<file path="src/rtl/branch_predictor_gshare.sv">
// Decode-stage branch predictor: gshare/bimodal counter table, speculative global
// history with mispredict repair, circular return-address stack and hit statistics.
module branch_predictor_gshare #(
  parameter int BHT_ADDR_BITS = 5,
  parameter int GHR_BITS      = 4,
  parameter int GSHARE        = 1,
  parameter int CTR_BITS      = 2,
  parameter int RAS_DEPTH     = 4
) (
  input  logic                     clk,
  input  logic                     resetn,
  input  logic                     q_valid,
  input  logic                     q_stall,
  input  logic [31:0]              q_pc,
  input  logic [31:0]              q_instr,
  output logic                     p_taken,
  output logic [31:0]              p_target,
  output logic [BHT_ADDR_BITS-1:0] p_index,
  output logic [GHR_BITS-1:0]      p_ghr,
  input  logic                     u_valid,
  input  logic                     u_taken,
  input  logic                     u_predicted,
  input  logic [BHT_ADDR_BITS-1:0] u_index,
  input  logic [GHR_BITS-1:0]      u_ghr,
  output logic [31:0]              stat_branches,
  output logic [31:0]              stat_hits
);

  localparam int BHT_ENTRIES = 1 << BHT_ADDR_BITS;
  localparam int RAS_PTR_W   = $clog2(RAS_DEPTH);
  localparam int RAS_CNT_W   = $clog2(RAS_DEPTH + 1);
  localparam logic [CTR_BITS-1:0]  CTR_INIT = CTR_BITS'((1 << (CTR_BITS - 1)) - 1);
  localparam logic [CTR_BITS-1:0]  CTR_MAX  = '1;
  localparam logic [RAS_CNT_W-1:0] RAS_FULL = RAS_CNT_W'(RAS_DEPTH);

  // Protocol: the query side is a pure combinational lookup that may repeat while
  // q_stall=1; speculative state advances once per accepted instruction (q_fire).
  // The update side has no backpressure: every u_valid cycle is consumed.
  logic [CTR_BITS-1:0]      bht [BHT_ENTRIES];
  logic [GHR_BITS-1:0]      ghr;
  logic [31:0]              ras [RAS_DEPTH];
  logic [RAS_PTR_W-1:0]     ras_ptr;
  logic [RAS_CNT_W-1:0]     ras_count;

  logic [6:0]  opcode;
  logic [4:0]  rd, rs1;
  logic        is_b, is_jal, is_jalr, rd_link, rs1_link, is_call, is_ret;
  logic [31:0] b_imm, j_imm, link_addr;
  logic [BHT_ADDR_BITS-1:0] index;
  logic                     pred_bit;
  logic [RAS_PTR_W-1:0]     ras_top_ptr;
  logic                     ras_nonempty, q_fire, do_push, do_pop, mispredict;

  assign opcode   = q_instr[6:0];
  assign rd       = q_instr[11:7];
  assign rs1      = q_instr[19:15];
  assign is_b     = (opcode == 7'b1100011);
  assign is_jal   = (opcode == 7'b1101111);
  assign is_jalr  = (opcode == 7'b1100111);
  assign rd_link  = (rd == 5'd1) || (rd == 5'd5);
  assign rs1_link = (rs1 == 5'd1) || (rs1 == 5'd5);
  assign is_call  = (is_jal || is_jalr) && rd_link;
  assign is_ret   = is_jalr && rs1_link && (rd == 5'd0);

  assign b_imm = {{19{q_instr[31]}}, q_instr[31], q_instr[7], q_instr[30:25], q_instr[11:8], 1'b0};
  assign j_imm = {{11{q_instr[31]}}, q_instr[31], q_instr[19:12], q_instr[20], q_instr[30:21], 1'b0};
  assign link_addr = q_pc + 32'd4;

  assign index = (GSHARE != 0) ? (q_pc[BHT_ADDR_BITS+1:2] ^ BHT_ADDR_BITS'(ghr))
                               : q_pc[BHT_ADDR_BITS+1:2];
  assign pred_bit     = bht[index][CTR_BITS-1];
  assign ras_top_ptr  = ras_ptr - RAS_PTR_W'(1);
  assign ras_nonempty = (ras_count != '0);

  assign q_fire     = q_valid && !q_stall;
  assign do_push    = q_fire && is_call;
  assign do_pop     = q_fire && is_ret && ras_nonempty;
  assign mispredict = u_valid && (u_taken != u_predicted);

  assign p_taken = q_valid && (is_jal || (is_b && pred_bit) || (is_ret && ras_nonempty));
  assign p_index = index;
  assign p_ghr   = ghr;

  always_comb begin
    p_target = link_addr;
    if (is_jal)      p_target = q_pc + j_imm;
    else if (is_b)   p_target = q_pc + b_imm;
    else if (is_ret) p_target = ras[ras_top_ptr];
  end

  // Repair wins over a same-cycle shift: the instruction in decode is on the wrong path.
  always_ff @(posedge clk) begin
    if (!resetn)                ghr <= '0;
    else if (mispredict)        ghr <= GHR_BITS'({u_ghr, u_taken});
    else if (q_fire && is_b)    ghr <= GHR_BITS'({ghr, pred_bit});
  end

  always_ff @(posedge clk) begin
    if (!resetn) begin
      for (int i = 0; i < BHT_ENTRIES; i++) bht[i] <= CTR_INIT;
    end else if (u_valid) begin
      if (u_taken && (bht[u_index] != CTR_MAX))
        bht[u_index] <= bht[u_index] + CTR_BITS'(1);
      else if (!u_taken && (bht[u_index] != '0))
        bht[u_index] <= bht[u_index] - CTR_BITS'(1);
    end
  end

  // Circular stack: ras_ptr is the next free slot, so a push on a full stack
  // overwrites the oldest entry. A combined pop+push just replaces the top.
  always_ff @(posedge clk) begin
    if (!resetn) begin
      for (int i = 0; i < RAS_DEPTH; i++) ras[i] <= '0;
      ras_ptr   <= '0;
      ras_count <= '0;
    end else if (do_push && do_pop) begin
      ras[ras_top_ptr] <= link_addr;
    end else if (do_push) begin
      ras[ras_ptr] <= link_addr;
      ras_ptr      <= ras_ptr + RAS_PTR_W'(1);
      if (ras_count != RAS_FULL) ras_count <= ras_count + RAS_CNT_W'(1);
    end else if (do_pop) begin
      ras_ptr   <= ras_top_ptr;
      ras_count <= ras_count - RAS_CNT_W'(1);
    end
  end

  always_ff @(posedge clk) begin
    if (!resetn) begin
      stat_branches <= '0;
      stat_hits     <= '0;
    end else if (u_valid) begin
      stat_branches <= stat_branches + 32'd1;
      if (u_taken == u_predicted) stat_hits <= stat_hits + 32'd1;
    end
  end

endmodule

</file>
<file path="config.mk">
export PLATFORM = sky130hd
export DESIGN_NAME = branch_predictor_gshare
export DESIGN_NICKNAME = d
export VERILOG_FILES = /design/src/rtl/branch_predictor_gshare.sv
export SDC_FILE = /design/constraint.sdc
export NUM_CORES = 1
export LEC_CHECK = 0
export ABC_AREA = 0
export CORE_ASPECT_RATIO = 0.5
export CORE_MARGIN = 2
export CORE_UTILIZATION = 57
export CTS_CLUSTER_DIAMETER = 80
export CTS_CLUSTER_SIZE = 30
export DETAILED_ROUTE_END_ITERATION = 10
export PLACE_DENSITY_LB_ADDON = 0.15
export SLEW_MARGIN = 20
export SYNTH_ARGS = -nofsm -noshare
export SYNTH_HDL_FRONTEND = slang
export SYNTH_SLANG_ARGS = --single-unit
</file>
<file path="constraint.sdc">
create_clock -name clk -period 7.05 [get_ports clk]
set_input_delay 1.41 -clock clk [delete_from_list [all_inputs] [get_ports clk]]
set_output_delay 1.41 -clock clk [all_outputs]
set_load 0.01 [all_outputs]
</file>
==> metrics.txt, run 1 <==
worst reg-to-reg path cell count=8; design area=18880 µm²; worst hold-check path type=flop to flop; min-delay src=stat_hits[15]; Avg Inst Size Synth=about 10 µm²; Clk Latency, worst-skew pair=490 ps; Antenna Cells=0; clock skew=around 28 ps; Fin. Hold Viols=0; pwr/cell area=166.0 nW/µm²; nets@finish=slightly below 2000; most frequent cells in the layout=192 x edfxtp_1, 191 x nor2_1, 183 x clkdlybuf4s50_1; Fill cells=2155; critical path class=input pin to primary output; Primary FF master, synth=edfxtp_1; synthesized area=16340 µm²; leakage=6.543 nW; Reg2Reg Setup Slack=3390 ps; register area share after synthesis=about 44%; MaxCap Viol Count=0; reg2reg start=bht[28][1]; Critical Path Max Stage Delay=620 ps; slowest cell on the critical path=clkdlybuf4s50_1; DRT Wirelength=about 45 mm; FFs w/ async S/R, synth=0%; terminus of the critical flop-to-flop path=bht[6][0]; die area=30110 µm²; largest net degree at the start of global routing=97; H-tree levels=1; total number of vias=around 13000; Synth cell types=79; Worst Path Required=about 5600 ps; clock tree from TritonCTS=built; count of input and output buffers=184; core area=27920 µm²; EDFF count, synth=approximately 190; post-CTS resize count=0; GP Congestion=0.9829; Area Growth Syn to Fin=15.55%; Ports=186; worst path buffer plus inverter count=3; setup bufs post-CTS=0; Detailed Place HPWL=32.32 mm; DRC=0; post-route ant nets=0; Initial Util=58.51%; outcome=complete, no violations; global route overflow=0; Worst path top cell family by delay=compound AO/OA/AOI/OAI gates; Max Fclk=between 100 and 150 MHz; clock root cell=clkbuf_16; number of core rows=43; #FFs+latches synth=265; DRT iter0 DRCs=1473; RSZ-0062 raised after global routing=no; Tmin final=6785 ps; antenna violations before repair=0; DR vias/cell=6.164; number of global-route vias before repair=12850; die width=243.4 µm; Crit Path Max Fanout=5; most frequent CP cell=clkdlybuf4s50_1; Worst Hold End=stat_hits[15]; Cells after Synth=between 1500 and 2000; GRT Util Overall=29.23%; Final period util=between 90% and 100%; cells along the critical path=clkdlybuf4s50_1 -> ha_1 -> inv_1 -> fa_1 -> nor2b_1 -> o31ai_1 -> a211oi_1 -> nor4_1 -> o31a_1 -> o21ai_0 -> xnor2_1 -> a221oi_1 -> clkdlybuf4s50_1; placement-stage cell area=roughly 19000 µm²; clk slew on worst S/H paths=about 110 ps; Avg WL per Cell=20.49 µm; commonest non-fill, non-tap cell in the layout=edfxtp_1; slew of the pin with the lowest slew margin=between 1000 and 1500 ps; ratio of cells with drive above 1 in the final layout=7.829%; Hold Path Depth=2; Mapped Nets=approximately 1800; DIE HEIGHT=123.7 µm; Rel. slew slack=about a quarter; CTS Buf Count=12; YS warnings=0; Max Slew Vio Count=0; Critical Path AT=~5400 ps; first-pass GRT wire length=69.17 mm; CP endpoint kind=primary output; clock sink total=265; setup violators final=0; Max VDD drop=0.1252 mV; setup TNS=0 ps; CP Depth=13; CP startpoint kind=input pin; hold-fix buffer count after cts=0; 1st-pass router iterations=6; CTS max path bufs=3
[logic make-up (layout without fill, tap and decap cells)]
| kind of cell | Yosys count | count (layout) | share of synthesized area (%) |
|---|---|---|---|
| xor gates and xnor gates | 119 | 119 | 6.380 |
| DFF | 265 | 265 | 44.24 |
| buffers and inverters | 155 | 303 | 3.891 |
| adders and majority gates | 52 | 52 | 4.120 |
| AOI/OAI and AO/OA | 342 | 342 | 13.26 |
| muxes | 65 | 65 | 8.279 |
| and+or+nand+nor | 655 | 655 | 19.84 |
[routing by layer]
metal,track usage (%),share of wire (%),vias to the layer above
li1,-,-,6309
met1,41.59,43,6542
met2,48.50,46,551
met3,4.008,8.8,53
met4,6.135,1.6,0
met5,0,0,-
[Yosys cell counts (18+ instances only)]
| cell type | n | area share, % |
|---|---|---|
| a21oi_1 | 76 | 2.3 |
| nand2_1 | 147 | 3.4 |
| dfxtp_1 | 73 | 8.9 |
| nand2b_1 | 35 | 1.3 |
| a211oi_1 | 22 | 1.0 |
| nand3_1 | 57 | 1.7 |
| nor2_1 | 191 | 4.4 |
| o211ai_1 | 18 | 0.83 |
| inv_1 | 62 | 1.4 |
| xnor2_1 | 73 | 3.9 |
| nand4_1 | 34 | 1.3 |
| or3_1 | 19 | 0.73 |
| edfxtp_1 | 192 | 35 |
| ha_1 | 49 | 3.8 |
| mux4_2 | 56 | 7.7 |
| xor2_1 | 46 | 2.5 |
| nor3_1 | 20 | 0.61 |
| o21ai_0 | 100 | 3.1 |
| clkbuf_1 | 75 | 1.7 |
| and2_1 | 66 | 2.5 |
[worst register-to-register path: stages (launching register included)]
cell	delay, ps
edfxtp_1	420
mux4_2	470
inv_1	100
o22ai_1	100
or4_1	550
and2_4	170
a21o_4	240
or4_1	810
o21ai_0	460
[power breakdown]
group	switching, mW	internal, mW	leakage [nW]	total [mW]
Combinational	0.341	0.260	3.96	0.601
Clock	0.459	0.346	0.172	0.805
Sequential	0.0192	1.71	2.41	1.73
Total	0.819	2.31	6.54	3.13
[metrics by stage]
| step | power, mW | worst slack, ps | hold slack [ps] | utilization (%) | cells |
|---|---|---|---|---|---|
| finish | 3.133 | 264.9 | 530.8 | 67.60 | 2183 |
| CTS | 3.139 | 316.9 | 528.9 | 67.60 | 2183 |
| global route | 3.246 | 175.0 | 559.8 | 67.60 | 2183 |
| global placement | 2.336 | 411.3 | 491.8 | 66.34 | 2163 |
| detailed placement | 2.350 | 325.2 | 510.4 | 66.34 | 2163 |
| floorplan | 2.124 | 1268 | 477.4 | - | 1653 |
[flip-flops by register name (all words and copies together), names as in the netlist]
register,count
bht,64
p_ghr,4
ras,128
ras_count,3
ras_ptr,2
stat_branches,32
stat_hits,32
[cell type report]
cell class | count | area (µm²) | share of cell area (%)
flip-flops and latches | 265 | 7228 | 38.29
clock inverters | 2 | 8.758 | 0.04640
multi-input cells | 1233 | 8478 | 44.91
inverters | 64 | 240.2 | 1.273
well taps | 382 | 478.0 | 2.532
repair buffers | 219 | 2100 | 11.12
clock buffers | 18 | 344.1 | 1.823
[worst max-delay path by stage]
stage / start / end
3_5_place_dp: q_pc[1] / p_target[31]
3_3_place_gp: q_pc[1] / p_target[31]
4_1_cts: q_pc[1] / p_target[31]
2_1_floorplan: q_instr[4] / ras[3][0]
5_1_grt: q_pc[1] / p_target[31]
6_report: q_pc[1] / p_target[31]
No activity file was read; power rests on OpenSTA's default activity.
==> inputs of run 2 (changes only) <==
- CELL_PAD_IN_SITES_DETAIL_PLACEMENT: default -> 0
- CELL_PAD_IN_SITES_GLOBAL_PLACEMENT: default -> 1
- CORE_UTILIZATION: 57 -> 45
==> run 2 against run 1 <==
Compared with the run above:
- die area rose by 26%
- combinational power hardly changed
- routed wire length increased by 3.4%
- non-clock buffer count grew 1
- design area up 1.3%
- sequential power barely moved
- fmax is 2.8% higher
- highest routed layer unchanged
==> metrics.txt, run 2 (synthesis results as in run 1) <==
total power=3.270 mW (was 3.133 mW); clk slew on worst S/H paths=110 ps (about the same); Avg WL per Cell=20.19 µm (was 20.49 µm); H-tree levels=1 (unchanged); antenna violations before repair=0 (unchanged); slew of the pin with the lowest slew margin=1097 ps (was 1134 ps); Largest regs=ras (128), bht (64) (unchanged); Antenna Cells=0 (unchanged); Critical Path AT=5190 ps (was 5380 ps); Tmin final=6602 ps (was 6785 ps); clock tree from TritonCTS=built (unchanged); Initial Util=45.55% (was 58.51%); clock skew=24.24 ps (was 27.92 ps); cells along the critical path=clkdlybuf4s50_1 -> ha_1 -> a21oi_1 -> o21ai_0 -> o211ai_1 -> a2111oi_0 -> nor2_1 -> xor2_1 -> a221oi_1 -> clkdlybuf4s50_1 (was clkdlybuf4s50_1 -> ha_1 -> inv_1 -> fa_1 -> nor2b_1 -> o31ai_1 -> a211oi_1 -> nor4_1 -> o31a_1 -> o21ai_0 -> xnor2_1 -> a221oi_1 -> clkdlybuf4s50_1); CP endpoint kind=primary output (unchanged); post-CTS resize count=0 (unchanged); placed cells=2266 (was 2163); final non-filler cell total=2290 (was 2183); GP Congestion=0.8937 (was 0.9829); DRT Wirelength=46.24 mm (was 44.72 mm); total number of vias=13260 (was 13460); global route overflow=0 (unchanged); die width=273.5 µm (was 243.4 µm); Area Growth Syn to Fin=17.04% (was 15.55%); Crit Path Max Fanout=8 (was 5); ratio of cells with drive above 1 in the final layout=8.250% (was 7.829%); Clk Latency, worst-skew pair=500 ps (was 490 ps); hold-fix buffer count after cts=0 (unchanged); Max Slew Vio Count=0 (unchanged); Critical Path Max Stage Delay=590 ps (was 620 ps); Largest Register=ras (unchanged); CTS max path bufs=3 (unchanged); outcome=complete, no violations (unchanged); setup bufs post-CTS=0 (unchanged); Max Fclk=151.5 MHz (was 147.4 MHz); clock sink total=265 (unchanged); Ports=186 (unchanged); placement-stage cell area=18660 µm² (was 18520 µm²); number of global-route vias before repair=13060 (was 12850); DR vias/cell=5.790 (was 6.164); Fill cells=3229 (was 2155); CP startpoint kind=input pin (unchanged); die area=37940 µm² (was 30110 µm²); number of flip-flops under the largest register name=128 (unchanged); DRT iter0 DRCs=892 (was 1473); setup violators final=0 (unchanged); most frequent cells in the layout=192 x edfxtp_1, 191 x nor2_1, 183 x clkdlybuf4s50_1 (unchanged); count of input and output buffers=184 (unchanged); commonest non-fill, non-tap cell in the layout=edfxtp_1 (unchanged); DIE HEIGHT=138.7 µm (was 123.7 µm); Max VDD drop=0.1247 mV (was 0.1252 mV); Seq. cell area=7228 µm² (unchanged); nets@finish=1930 (was 1927); first-pass GRT wire length=72.52 mm (was 69.17 mm); CTS Buf Count=14 (was 12); DRC=0 (unchanged); pwr/cell area=171.0 nW/µm² (was 166.0 nW/µm²); most frequent CP cell=clkdlybuf4s50_1 (unchanged); Fin. Hold Viols=0 (unchanged); Final period util=93.64% (was 96.24%); setup TNS=0 ps (unchanged); leakage=6.601 nW (was 6.543 nW); core area=35870 µm² (was 27920 µm²); Hold WS=520.5 ps (was 530.8 ps); worst hold-check path type=flop to flop (unchanged); Worst Path Required=5640 ps (about the same); 1st-pass router iterations=7 (was 6); post-route ant nets=0 (unchanged); multi-input logic area=8478 µm² (unchanged); slowest cell on the critical path=clkdlybuf4s50_1 (unchanged); clock root cell=clkbuf_16 (unchanged); GRT Util Overall=24.07% (was 29.23%); design area=19120 µm² (was 18880 µm²); Detailed Place HPWL=32.80 mm (was 32.32 mm); number of core rows=49 (was 43); RSZ-0062 raised after global routing=no (unchanged); largest net degree at the start of global routing=67 (was 97); Rel. slew slack=26.63% (was 23.80%); MaxCap Viol Count=0 (unchanged); critical path class=input pin to primary output (unchanged)
-- run 2: power by group --
group | leakage, nW | switching [mW] | internal (mW)
clock network | 0.223 | 0.526 | 0.416
registers | 2.41 | 0.0175 | 1.71
logic | 3.97 | 0.343 | 0.260
-- run 2: per-stage QoR --
stage          util, %  setup WS [ps]
2_1_floorplan        -           1268
3_3_place_gp     52.03          469.3
3_5_place_dp     52.03          515.2
4_1_cts          53.31          497.2
5_1_grt          53.31          173.1
6_report         53.31          448.1
-- run 2: critical path, delay by kind of cell --
kind                       cells  cell delay (ps)
AOI/OAI and AO/OA              5             1770
buffers and inverters          2             1180
adders and majority gates      1              520
xor gates and xnor gates       1              170
and+or+nand+nor                1              140
-- run 2: path summary, 6_finish.rpt --
path	from	end	slack, ps	cells past startpoint
worst max register to register	bht[6][1]	bht[26][1]	3440	8
worst min register to register	stat_hits[12]	stat_hits[12]	520	2
worst max-delay path	q_pc[8]	p_target[31]	450	10
worst min-delay path	stat_hits[12]	stat_hits[12]	520	2
-- run 2: layer usage --
metal	routed length (µm)	up-vias	global-route usage, %
li1	-	6317	-
met1	21040	6504	34.97
met2	21320	400	39.40
met3	3384	38	3.289
met4	503	0	3.164
met5	0	-	0
-- run 2: final cells by class --
cell class	instances	area share [%]
Inverter	64	1.256
Tap cell	484	3.167
Clock buffer	18	2.022
Timing Repair Buffer	220	11.02
Multi-Input combinational cell	1233	44.34
Sequential cell	265	37.80
Clock inverter	6	0.3926
==> inputs of run 3 (changes only) <==
- CORE_UTILIZATION: 45 -> 48
- MAX_ROUTING_LAYER: default -> met4
- clock period: 7.05 -> 7.8 ns (I/O delays scaled with it)
==> run 3 against run 2 <==
Compared with the run above:
- worst setup slack improved by 220 ps
- power decreased by 11%
- utilization is 3.7 points higher
- combinational power shrank 9.6%
- clock power decreased by 15%
- critical path depth did not move
- critical endpoint is now p_target[23]
- largest power group unchanged
==> metrics.txt, run 3 (synthesis results as in run 1) <==
outcome=complete, no violations (unchanged); setup bufs post-CTS=0 (unchanged); GP Congestion=0.9109 (was 0.8937); critical path class=input pin to primary output (unchanged); Rel. slew slack=32.10% (was 26.63%); count of input and output buffers=184 (unchanged); RSZ-0062 raised after global routing=no (unchanged); total number of vias=13370 (was 13260); CTS max path bufs=3 (unchanged); Crit Path Max Fanout=8 (unchanged); setup violators final=0 (unchanged); MaxCap Viol Count=0 (unchanged); most frequent CP cell=a21oi_1 (was clkdlybuf4s50_1); DIE HEIGHT=134.5 µm (was 138.7 µm); Fin. Hold Viols=0 (unchanged); DRT iter0 DRCs=1264 (was 892); CTS Buf Count=13 (was 14); CP endpoint kind=primary output (unchanged); Final period util=91.43%; worst hold-check path type=flop to flop (unchanged); terminus of the critical flop-to-flop path=bht[26][0] (was bht[26][1]); most frequent cells in the layout=192 x edfxtp_1, 191 x nor2_1, 182 x clkdlybuf4s50_1 (was 192 x edfxtp_1, 191 x nor2_1, 183 x clkdlybuf4s50_1); Area Growth Syn to Fin=16.18% (was 17.04%); Worst Path Required=6240 ps (was 5640 ps); Max Fclk=140.2 MHz; global route overflow=0 (unchanged); Critical Path Max Stage Delay=600 ps (was 590 ps); Clk Latency, worst-skew pair=500 ps (about the same); DRT Wirelength=46.59 mm (was 46.24 mm); Max Slew Vio Count=0 (unchanged); die width=264.9 µm (was 273.5 µm); Largest Register=ras (unchanged); Worst Hold End=stat_hits[12] (unchanged); Initial Util=49.08% (was 45.55%); clock tree from TritonCTS=built (unchanged); commonest non-fill, non-tap cell in the layout=edfxtp_1 (unchanged); clk slew on worst S/H paths=110 ps (about the same); DR vias/cell=5.975 (was 5.790); Antenna Cells=0 (unchanged); Hold Path Depth=2 (unchanged); leakage=6.552 nW (was 6.601 nW); setup TNS=0 ps (unchanged); die area=35620 µm² (was 37940 µm²); sequential share of power=53.7% (was 52.7%); slowest cell on the critical path=clkdlybuf4s50_1 (unchanged); switching portion of total power=26.94% (was 27.12%); CP startpoint kind=input pin (unchanged); Tmin final=7131 ps; largest net degree at the start of global routing=102 (was 67); Largest regs=ras (128), bht (64) (unchanged); Critical Path AT=5570 ps (was 5190 ps); Max VDD drop=0.1144 mV (was 0.1247 mV); Avg WL per Cell=20.82 µm (was 20.19 µm); slew of the pin with the lowest slew margin=1019 ps (was 1097 ps); post-CTS resize count=0 (unchanged); cells along the critical path=clkdlybuf4s50_1 -> ha_1 -> a21oi_1 -> o21ai_0 -> o211ai_1 -> a21oi_1 -> a21boi_0 -> a221o_1 -> a21oi_1 -> clkdlybuf4s50_1 (was clkdlybuf4s50_1 -> ha_1 -> a21oi_1 -> o21ai_0 -> o211ai_1 -> a2111oi_0 -> nor2_1 -> xor2_1 -> a221oi_1 -> clkdlybuf4s50_1); number of global-route vias before repair=12810 (was 13060); antenna violations before repair=1 (was 0); first-pass GRT wire length=71.79 mm (was 72.52 mm); DRC=0 (unchanged); 1st-pass router iterations=5 (was 7); ratio of cells with drive above 1 in the final layout=7.791% (was 8.250%); Ports=186 (unchanged); post-route ant nets=0 (unchanged); min-delay src=stat_hits[12] (unchanged); reg2reg start=bht[10][1] (was bht[6][1]); number of flip-flops under the largest register name=128 (unchanged); Sw Pwr=0.7816 mW (was 0.8867 mW); utilization after layout=57.03% (was 53.31%); hold-fix buffer count after cts=0 (unchanged); cell internal pwr=2.120 mW (was 2.383 mW); H-tree levels=1 (unchanged); Fill cells=2891 (was 3229); core area=33280 µm² (was 35870 µm²); GRT Util Overall=26.42% (was 24.07%); logic gate share of total power=18.8% (was 18.4%); Reg2Reg Setup Slack=4120 ps (was 3440 ps); clock skew=24.21 ps (was 24.24 ps); Detailed Place HPWL=33.41 mm (was 32.80 mm); clock network fraction of total power=27.5% (was 28.8%); nets@finish=1922 (was 1930); clock root cell=clkbuf_16 (unchanged); pwr/cell area=152.9 nW/µm² (was 171.0 nW/µm²); clock sink total=265 (unchanged); number of core rows=47 (was 49); worst reg-to-reg path cell count=8 (unchanged)
[run 3: changes by cell type in the layout (fill, tap and decap cells not counted), sizes merged]
cell	before	now
clkdlybuf4s50	183	182
bufinv	0	1
clkbuf	18	17
buf	37	31
clkinv	4	2
[run 3: final cells by class]
cell class	count	area (µm²)	share of cell area, %
flip-flops and latches	265	7228	38.08
repair buffers	213	2049	10.80
clock inverters	5	66.31	0.3494
multi-input cells	1233	8504	44.81
clock buffers	17	340.3	1.793
inverters	64	240.2	1.266
well taps	441	551.8	2.907
[run 3: worst max-delay path by stage]
stage,startpoint,end,slack (ps),cells after the start
floorplan,q_instr[4],ras[3][0],1870,10
global placement,q_instr[31],p_target[31],720,10
detailed placement,q_pc[8],p_target[23],690,10
CTS,q_pc[8],p_target[23],690,10
global route,q_pc[8],p_target[23],390,10
finish,q_pc[8],p_target[23],670,10
[run 3: worst max-delay path: cells and delay by family]
kind            cells  cell delay, ps
buf+inv             2            1160
compound gates      7            2310
fa+ha+maj           1             530
[run 3: power groups by stage]
stage | clock [mW] | combinational, mW | sequential [mW]
final | 0.798 | 0.545 | 1.56
after global routing | 0.855 | 0.592 | 1.56
after CTS | 0.810 | 0.540 | 1.56
after detailed placement | 0 | 0.538 | 1.59
after global placement | 0 | 0.533 | 1.59
after floorplan | 0 | 0.332 | 1.59
[run 3: stage by stage]
stage | setup slack (ps) | cell area, µm² | cells | hold slack, ps | power (mW)
global route | 392.6 | 18980 | 2238 | 565.4 | 3.011
global placement | 717.8 | 18550 | 2216 | 491.1 | 2.121
detailed placement | 686.3 | 18570 | 2216 | 510.5 | 2.129
finish | 668.8 | 18980 | 2238 | 526.2 | 2.902
CTS | 687.1 | 18980 | 2238 | 531.1 | 2.909
floorplan | 1868 | 16340 | 1653 | 477.4 | 1.920
[run 3: routing by layer]
metal  global-route usage (%)  share of wire [%]
met1                    37.43                 46
met2                    42.02                 46
met3                    3.063                7.3
met4                    4.112                1.2
met5                        -                  0
